==> src/rtl/free_list_ctrl.sv <==
// Dispatch allocation and squash-recovery sequencer for the RAT/RRAT PRN free lists.
// Optional FL_CTRL_PERF_EN adds saturating perf_alloc_stall / perf_squash_cnt outputs.
module free_list_ctrl #(
    parameter int N_WAY          = 2,
    parameter int PRN_W          = 6,
    parameter int CTR_W          = 5,
    parameter int RECOVER_CYCLES = 2
) (
    input  logic                       clock,
    input  logic                       reset,
    input  logic [N_WAY-1:0]           dis_valid,
    input  logic [N_WAY-1:0]           dis_has_dest,
    output logic [N_WAY-1:0]           dis_grant,
    output logic [N_WAY*PRN_W-1:0]     dis_prn,
    output logic [N_WAY-1:0]           dis_prn_valid,
    input  logic [CTR_W-1:0]           fl_counter,
    output logic [N_WAY-1:0]           fl_pop_en,
    input  logic [N_WAY*(PRN_W+1)-1:0] fl_pop_packet,
    input  logic [N_WAY-1:0]           ret_valid,
    input  logic [N_WAY*PRN_W-1:0]     ret_old_prn,
    output logic                       ret_ready,
    output logic [N_WAY*(PRN_W+1)-1:0] rat_push,
    output logic [N_WAY*(PRN_W+1)-1:0] rrat_push,
    input  logic                       squash_req,
    output logic                       rat_squash,
    output logic                       busy
`ifdef FL_CTRL_PERF_EN
    ,
    output logic [31:0]                perf_alloc_stall,
    output logic [15:0]                perf_squash_cnt
`endif
);

    localparam int PKT_W  = PRN_W + 1;
    localparam int RC_W   = $clog2(RECOVER_CYCLES + 1);
    localparam int NEED_W = CTR_W + 1;
    localparam logic [RC_W-1:0] RC_LOAD = RC_W'(RECOVER_CYCLES);

    typedef enum logic [1:0] {RUN, SQUASH, RECOVER} state_t;

    state_t                   state, state_next;
    logic [RC_W-1:0]          ctr, ctr_next;
    logic [N_WAY*PKT_W-1:0]   replay, replay_next;
    logic [N_WAY*PKT_W-1:0]   ret_pkt;

    logic [N_WAY-1:0]         grant_raw;
    logic [N_WAY-1:0]         pop_raw;
    logic [N_WAY-1:0]         prnv_raw;
    logic [N_WAY*PRN_W-1:0]   prn_raw;
    logic [NEED_W-1:0]        need;
    logic                     chain;
    int                       taken;

    always_comb begin
        ret_pkt = '0;
        for (int i = 0; i < N_WAY; i++) begin
            ret_pkt[i*PKT_W +: PKT_W] = {ret_valid[i], ret_old_prn[i*PRN_W +: PRN_W]};
        end
    end

    // In-order grant: a slot is accepted only if every earlier slot was and the
    // running count of PRNs needed so far fits in the registered occupancy.
    // NOTE: every variable driven here gets a default first, so no path can infer a latch.
    always_comb begin
        need      = '0;
        chain     = 1'b1;
        grant_raw = '0;
        for (int i = 0; i < N_WAY; i++) begin
            need = need + NEED_W'(dis_valid[i] & dis_has_dest[i]);
            if (chain && dis_valid[i] && (need <= {1'b0, fl_counter})) begin
                grant_raw[i] = 1'b1;
            end else begin
                chain = 1'b0;
            end
        end
    end

    // The j-th granted destination slot consumes pop lane j.
    always_comb begin
        taken    = 0;
        pop_raw  = '0;
        prnv_raw = '0;
        prn_raw  = '0;
        for (int i = 0; i < N_WAY; i++) begin
            if (grant_raw[i] && dis_has_dest[i]) begin
                for (int p = 0; p < N_WAY; p++) begin
                    if (p == taken) begin
                        pop_raw[p]                  = 1'b1;
                        prn_raw[i*PRN_W +: PRN_W]   = fl_pop_packet[p*PKT_W +: PRN_W];
                        prnv_raw[i]                 = fl_pop_packet[p*PKT_W + PRN_W];
                    end
                end
                taken = taken + 1;
            end
        end
    end

    always_comb begin
        state_next    = state;
        ctr_next      = ctr;
        replay_next   = replay;
        dis_grant     = '0;
        fl_pop_en     = '0;
        dis_prn       = '0;
        dis_prn_valid = '0;
        ret_ready     = 1'b0;
        rat_push      = '0;
        rrat_push     = '0;
        rat_squash    = 1'b0;
        busy          = (state != RUN);

        case (state)
            RUN: begin
                ret_ready = 1'b1;
                rat_push  = ret_pkt;
                rrat_push = ret_pkt;
                if (squash_req) begin
                    state_next = SQUASH;
                end else begin
                    dis_grant     = grant_raw;
                    fl_pop_en     = pop_raw;
                    dis_prn       = prn_raw;
                    dis_prn_valid = prnv_raw;
                end
            end
            // The RAT restore this cycle would wipe retire pushes, so they go to
            // the RRAT now and are replayed into the RAT on the next cycle.
            SQUASH: begin
                rat_squash  = 1'b1;
                ret_ready   = 1'b1;
                rrat_push   = ret_pkt;
                replay_next = ret_pkt;
                ctr_next    = RC_LOAD;
                state_next  = squash_req ? SQUASH : RECOVER;
            end
            RECOVER: begin
                ctr_next = ctr - 1'b1;
                if (ctr == RC_LOAD) begin
                    rat_push    = replay;
                    replay_next = '0;
                end else begin
                    ret_ready = 1'b1;
                    rat_push  = ret_pkt;
                    rrat_push = ret_pkt;
                end
                if (squash_req) begin
                    state_next = SQUASH;
                end else if (ctr == RC_W'(1)) begin
                    state_next = RUN;
                end
            end
            default: state_next = RUN;
        endcase

        if (reset) begin
            dis_grant     = '0;
            fl_pop_en     = '0;
            dis_prn       = '0;
            dis_prn_valid = '0;
            ret_ready     = 1'b0;
            rat_push      = '0;
            rrat_push     = '0;
            rat_squash    = 1'b0;
            busy          = 1'b0;
        end
    end

    // NOTE: state registers use non-blocking assignments so every flop samples
    // pre-edge values regardless of statement order.
    always_ff @(posedge clock) begin
        if (reset) begin
            state  <= RUN;
            ctr    <= '0;
            // NOTE: the replay buffer is a handful of flops, not a RAM, so it is
            // cleared on reset to guarantee a stale entry can never be drained.
            replay <= '0;
        end else begin
            state  <= state_next;
            ctr    <= ctr_next;
            replay <= replay_next;
        end
    end

`ifdef FL_CTRL_PERF_EN
    logic [31:0] alloc_stall_cnt;
    logic [15:0] squash_cnt;
    logic        stall_hit;
    logic        prev_granted;

    // A stall is the first ungranted slot being valid: the chain only stops on
    // a valid slot when its cumulative need exceeds the occupancy.
    always_comb begin
        stall_hit    = 1'b0;
        prev_granted = 1'b1;
        for (int i = 0; i < N_WAY; i++) begin
            if (prev_granted && !grant_raw[i] && dis_valid[i]) begin
                stall_hit = 1'b1;
            end
            prev_granted = prev_granted & grant_raw[i];
        end
    end

    always_ff @(posedge clock) begin
        if (reset) begin
            alloc_stall_cnt <= '0;
            squash_cnt      <= '0;
        end else begin
            if (state == RUN && !squash_req && stall_hit && alloc_stall_cnt != '1) begin
                alloc_stall_cnt <= alloc_stall_cnt + 1'b1;
            end
            if (state_next == SQUASH && state != SQUASH && squash_cnt != '1) begin
                squash_cnt <= squash_cnt + 1'b1;
            end
        end
    end

    assign perf_alloc_stall = reset ? '0 : alloc_stall_cnt;
    assign perf_squash_cnt  = reset ? '0 : squash_cnt;
`endif

endmodule

==> config.mk <==
export PLATFORM = sky130hd
export DESIGN_NAME = free_list_ctrl
export DESIGN_NICKNAME = d
export VERILOG_FILES = /design/src/rtl/free_list_ctrl.sv
export SDC_FILE = /design/constraint.sdc
export NUM_CORES = 1
export LEC_CHECK = 0
export ABC_CLOCK_PERIOD_IN_PS = 3700
export CORE_AREA = 8 8 70 78
export DETAILED_ROUTE_END_ITERATION = 10
export DIE_AREA = 0 0 78 86
export GPL_TIMING_DRIVEN = 0
export HOLD_SLACK_MARGIN = 0.05
export PLACE_DENSITY = 0.91
export SYNTH_ARGS = -nofsm -noshare
export SYNTH_HDL_FRONTEND = slang
export SYNTH_SLANG_ARGS = --single-unit
==> constraint.sdc <==
create_clock -name clock -period 3.7 [get_ports clock]
set_clock_uncertainty 0.15 [all_clocks]
set_input_delay 0.37 -clock clock [delete_from_list [all_inputs] [get_ports clock]]
set_output_delay 0.37 -clock clock [all_outputs]
set_load 0.01 [all_outputs]
* After elaboration in Yosys (flattened, before gate mapping)
Index checks and enable logic that the tools add are counted.
** Storage, ports and cells
- Output and inout port bits :: 49
- Register bits after elaboration :: 18
- Logic and storage cells :: 76
** Cells by class
- Equality and inequality tests :: 8
- Bitwise gates (word level) :: 2
- Reduce and logical (&&, ||, !) cells :: 12
- $lt $le $gt $ge :: 2
- Multiplexer cells :: 47
- Add/sub/neg operators :: 2
** Operator list (number)
- $pmux 14 s2 :: 3
- $mux 14 :: 5
- $mux 12 :: 3
- $eq 2x32->1 const A :: 1
- $logic_not 32->1 :: 1
- $mux 2 :: 14
- $mux 6 :: 4
- $mux 1 :: 15
- $pmux 2 s3 :: 1
- $le 1x5->1 :: 1
- $le 2x5->1 :: 1
- $logic_and 1x1->1 :: 5
- $eq 2x1->1 const B :: 2
- $eq 2x2->1 const B :: 2
- $ne 2x2->1 const B :: 2
- $pmux 2 s2 :: 1
- $reduce_and 2->1 :: 2
- $reduce_bool 2->1 :: 2
- $ne 3x3->1 const B :: 1
- $add 1x1->2 :: 1
- $and 1x1->1 :: 2
- $logic_not 2->1 :: 1
- $pmux 1 s2 :: 1
- $reduce_or 2->1 :: 1
- $sub 2x1->2 const B :: 1

* Longest topological paths before layout
- Depth in word-level cells :: 13
- Depth in mapped cells :: 8
- Mapped depth without buffers :: 8

* Worst setup path before layout
No wires, ideal clock.
- Path type :: input to output
- Start :: input dis_has_dest[1]
- End :: output fl_pop_en[0]
- Stages on the path :: 7
- Path slack :: 1.152 ns
- Data required time :: 3.180 ns
- Arrival time :: 2.028 ns
- Buffers on the path :: 0
- Cell sequence :: nand2_1 -> inv_1 -> ha_1 -> inv_1 -> ha_1 -> a221oi_4 -> o31ai_1
** On the way
- Word-level cells in the longest chain between the ends :: 10
** RTL lines
- start: declaration :: line 12 : input logic [N_WAY-1:0] dis_has_dest,
- $and 1x1->1 :: line 69 : need = need + NEED_W'(dis_valid[i] & dis_has_dest[i]);
- $add 1x1->2 :: line 69
- $le 2x5->1 :: line 70 : if (chain && dis_valid[i] && (need <= {1'b0, fl_counter})) begin
- $logic_and 1x1->1 :: line 70
- $mux 1 :: line 70
- $logic_and 1x1->1 * :: line 85 : if (grant_raw[i] && dis_has_dest[i]) begin
- $mux 2 * :: line 85
- $mux 2 * :: line 117 : if (squash_req) begin
- $mux 2 * :: line 112 : case (state)
- $mux 2 * :: line 155 : if (reset) begin
- end: declaration :: line 17 : output logic [N_WAY-1:0] fl_pop_en,
Mark *: on every way between the ends. The rest lies on a longest branch, timed or not.

* Final worst setup path
- Start :: input dis_has_dest[0]
- End :: output fl_pop_en[1]
** On the way
- Word-level cells in the longest chain between the ends :: 12
** RTL lines (line)
- $and 1x1->1 :: 69
- $le 1x5->1 :: 70
- $logic_and 1x1->1 :: 70
- $mux 1 :: 70
- $logic_and 1x1->1, on equally long branches :: 85, 70
- $mux 1 or $logic_and 1x1->1 (tied branches) :: 85, 70
- $eq 2x32->1 or $mux 1 (tied branches) :: 87, 70
- $mux 1 or $logic_and 1x1->1 (tied branches) :: 87, 85
- $mux 2 * :: 85
- $mux 2 * :: 117
- $mux 2 * :: 112
- $mux 2 * :: 155
Marks and branches as above.

==> results.tsv <==
stage	metric	value	unit
status	status	complete, no violations	
synth	synth_xor_area_share	0	%
timing	worst_slew_pin_slew	0.4888	ns
clocking	clkTransAtPathRegs	0.07	ns
floorplanning	die_y	86	um
layout	fillerInstances	339	
drt	first_iter_violations	73	
synth	synth_top_family_by_area	compound AO/OA/AOI/OAI gates	
critical_path	slowest_stage	clkdlybuf4s50_1	
timing	maxSlewViolCount	0	
hold_path	min-delay-start	reset	
global_routing	antenna_found_initial	0	
synth	yosys.area.top_type_share	20.10	%
critical_path	cp-start-kind	input port	
floorplanning	die_w	78	um
synth	synth_area_leaders	dfxtp_1 (20%), a22oi_1 (15%), mux2_1 (8.8%)	
synth	synth_compound_area_share	29.94	%
clocking	clock-root-buffer	clkbuf_8	
clocking	ctsHtreeMaxLevel	1	
critical_path	end_kind	output port	
clocking	postCtsHoldBufs	0	
timing	post-route-period-util	95.89	%
clocking	cts_sinks	18	
drt	dr_total_vias	2041	
critical_path	crit_fanout	9	
hold_path	hold_class	in -> reg	
timing	whs	0.1690	ns
critical_path	path_buf_inv	4	
critical_path	r2r-start	state[0]$_SDFFE_PP0P_	
clocking	cts_tree	built	
synth	yosysUniqueCellTypes	39	
critical_path	worstPathCellList	clkdlybuf4s50_1, nand2_4, clkinvlp_4, ha_1, ha_1, nand2b_1, a221oi_4, buf_4, nor4_1, clkdlybuf4s50_1	
synth	syn-cell-area	1793	um2
run	cap_violations	0	
hold_path	hold_depth	2	
power	leakagePower	1.104	nW
layout	layout-drive-gt1-share	11.40	%
drt	firstDrtPassIters	4	
drt	routedWlPerCell	17.54	um
critical_path	required	3.18	ns
floorplanning	dieArea	6708	um2
synth	yosysTopAreaCell	dfxtp_1	
drt	antenna_left	0	
placed_design	io_buffers	86	
global_routing	grt-ovfl-total	0	
power	peakVddDrop	183.6	uV
critical_path	path_delay_family	buffers and inverters	
critical_path	worst-setup-path-type	in -> out	
synth	avgSynthCellArea	8.378	um2
synth	ys_seq_area_share	20.10	%
clocking	clk_latency	0.25	ns
timing	fin_crit	3.548	ns
floorplanning	num_rows	25	
floorplanning	core	4192	um2
timing	slew_headroom	67.41	%
clocking	clockBufferDepth	2	
layout	final_nets	358	
global_routing	grt_pass1_wl	10110	um
timing	clock.fmax	281.8	MHz
drt	vias_per_cell	5.654	
global_routing	grt_max_degree	11	
critical_path	r2r_slack	1.54	ns
synth	synth.mux.area_fraction	9.351	%
drt	drc	0	
layout	num_antenna_cells	0	
synth	synth_fa_ha_area_share	6.978	%
critical_path	crit_arrival	3.03	ns
critical_path	cp_slowest_stage_delay	0.58	ns
global_routing	grt_use_total	17.84	%
placed_design	place.gp.congestion	0.8232	
layout	area_growth	57.29	%
synth	synth_seq_cells	18	
timing	finalHoldViolations	0	
drt	routed_wl	6331	um
synth	syn_nets	264	
critical_path	r2r-end	replay[11]$_SDFFE_PP0P_	
floorplanning	pin_count	89	
floorplanning	initial_utilization	42.78	%
placed_design	dp_hpwl	4818	um
critical_path	ff2ff_path_depth	7	
synth	synth_warnings	0	
timing	finalSetupViolations	0	
synth	syn-instance-count	214	
power	powerDensity	233.3	nW/um2
global_routing	grt_pass1_vias	2127	
synth	synthSimpleGateAreaFrac	25.05	%
clocking	numCtsBuffers	3	
hold_path	hold_end	ctr[0]$_SDFFE_PP0P_	
timing	tns	0	ns
-- metal layers --
layer  wire length, um  part of all wire [%]  track usage (%)
met1              2658                    42            20.65
met2              3052                    48            30.42
met3               430                   6.8            4.603
met4               189                   3.0            7.083
met5                 0                     0                0
-- report_power, final --
| group | internal, mW | switching (mW) | leakage (nW) |
|---|---|---|---|
| Sequential | 0.205 | 0.00671 | 0.147 |
| Clock | 0.0946 | 0.0697 | 0.0288 |
| Combinational | 0.147 | 0.135 | 0.928 |
-- cells in the final DEF, fill, tap and decap left out, types with 2 or more instances in the layout --
cell | Yosys | routed
nor2_1 | 31 | 31
dfxtp_1 | 18 | 18
inv_1 | 10 | 9
nand2_1 | 2 | 2
a2111oi_2 | 6 | 6
nand2b_1 | 4 | 4
ha_1 | 10 | 10
buf_1 | 2 | 2
a22oi_1 | 35 | 35
o211ai_1 | 10 | 10
dlymetal6s2s_1 | 0 | 5
buf_4 | 1 | 4
clkdlybuf4s50_1 | 0 | 81
or3_4 | 2 | 2
nor2b_1 | 3 | 3
mux2_1 | 14 | 14
clkbuf_8 | 0 | 4
buf_6 | 4 | 4
a21oi_1 | 3 | 3
nor4b_1 | 7 | 7
buf_2 | 6 | 6
and2_1 | 21 | 21
clkbuf_1 | 6 | 6
-- worst max-delay path by stage --
stage                          startpoint      endpoint  slack (ns)  cells after the start
after global routing      dis_has_dest[0]  fl_pop_en[1]      -0.006                     11
final                     dis_has_dest[0]  fl_pop_en[1]        0.15                     10
after floorplan           dis_has_dest[1]  fl_pop_en[0]        1.15                      7
after detailed placement     dis_valid[1]  dis_grant[1]        0.03                     10
after global placement    dis_has_dest[0]  fl_pop_en[0]         0.1                      9
after CTS                    dis_valid[1]  dis_grant[1]        0.02                     10
-- state kept, by name, summed over array words and instances (netlist names) --
| register | flops |
|---|---|
| replay | 14 |
| ctr | 2 |
| state | 2 |
-- cell usage after synthesis --
cell type,instances
a211oi_2,1
buf_4,1
dfxtp_1,18
and2_1,21
mux2i_1,1
nor2_1,31
nor4_1,1
o31ai_1,1
a2111oi_1,1
a2111oi_2,6
buf_2,6
nand2b_1,4
buf_1,2
o211ai_1,10
o21ai_2,1
nor2b_1,3
a22oi_1,35
o211a_4,1
a21oi_1,3
nor3_1,1
nand3_1,1
o21ai_0,1
and4bb_2,1
nor3b_1,1
nor3_2,1
o22ai_1,1
a221oi_4,1
nor4b_1,7
inv_1,10
or4_1,1
nand2_2,1
clkbuf_1,6
mux2_1,14
inv_2,1
or3_1,1
or3_4,2
nand2_1,2
buf_6,4
ha_1,10
-- timing repair --
item / CTS / global route
buffers inserted: 0 / 3
gates resized for setup: 0 / 7
endpoints found under the setup margin: 0 / 10
-- kinds of logic after synthesis --
logic type	after synthesis
multiplexers	15
buffers and inverters	30
adder cells (fa/ha/maj)	10
AO/OA/AOI/OAI	62
flip-flops	18
AND/OR/NAND/NOR	79
-- layout make-up --
class | count | area (um2) | share of cell area, %
timing repair buffer | 89 | 895.9 | 31.77
multi-input combinational | 166 | 1284 | 45.52
inverter | 11 | 45.04 | 1.597
buffer | 19 | 112.6 | 3.993
clock buffer | 4 | 55.05 | 1.952
tap | 54 | 67.56 | 2.396
sequential | 18 | 360.3 | 12.78
-- metrics by stage --
step | total power [mW] | cells | setup slack [ns] | cell area, um2 | util, %
6_report | 0.6580 | 361 | 0.1519 | 2820 | 67.28
4_1_cts | 0.6546 | 358 | 0.02275 | 2776 | 66.24
5_1_grt | 0.6908 | 361 | -0.006231 | 2820 | 67.28
3_5_place_dp | 0.4927 | 354 | 0.02588 | 2721 | 64.93
3_3_place_gp | 0.4849 | 354 | 0.09500 | 2721 | 64.93
2_1_floorplan | 0.3613 | 214 | 1.152 | 1793 | -
Note: power is estimated with default switching activity, not from simulation.
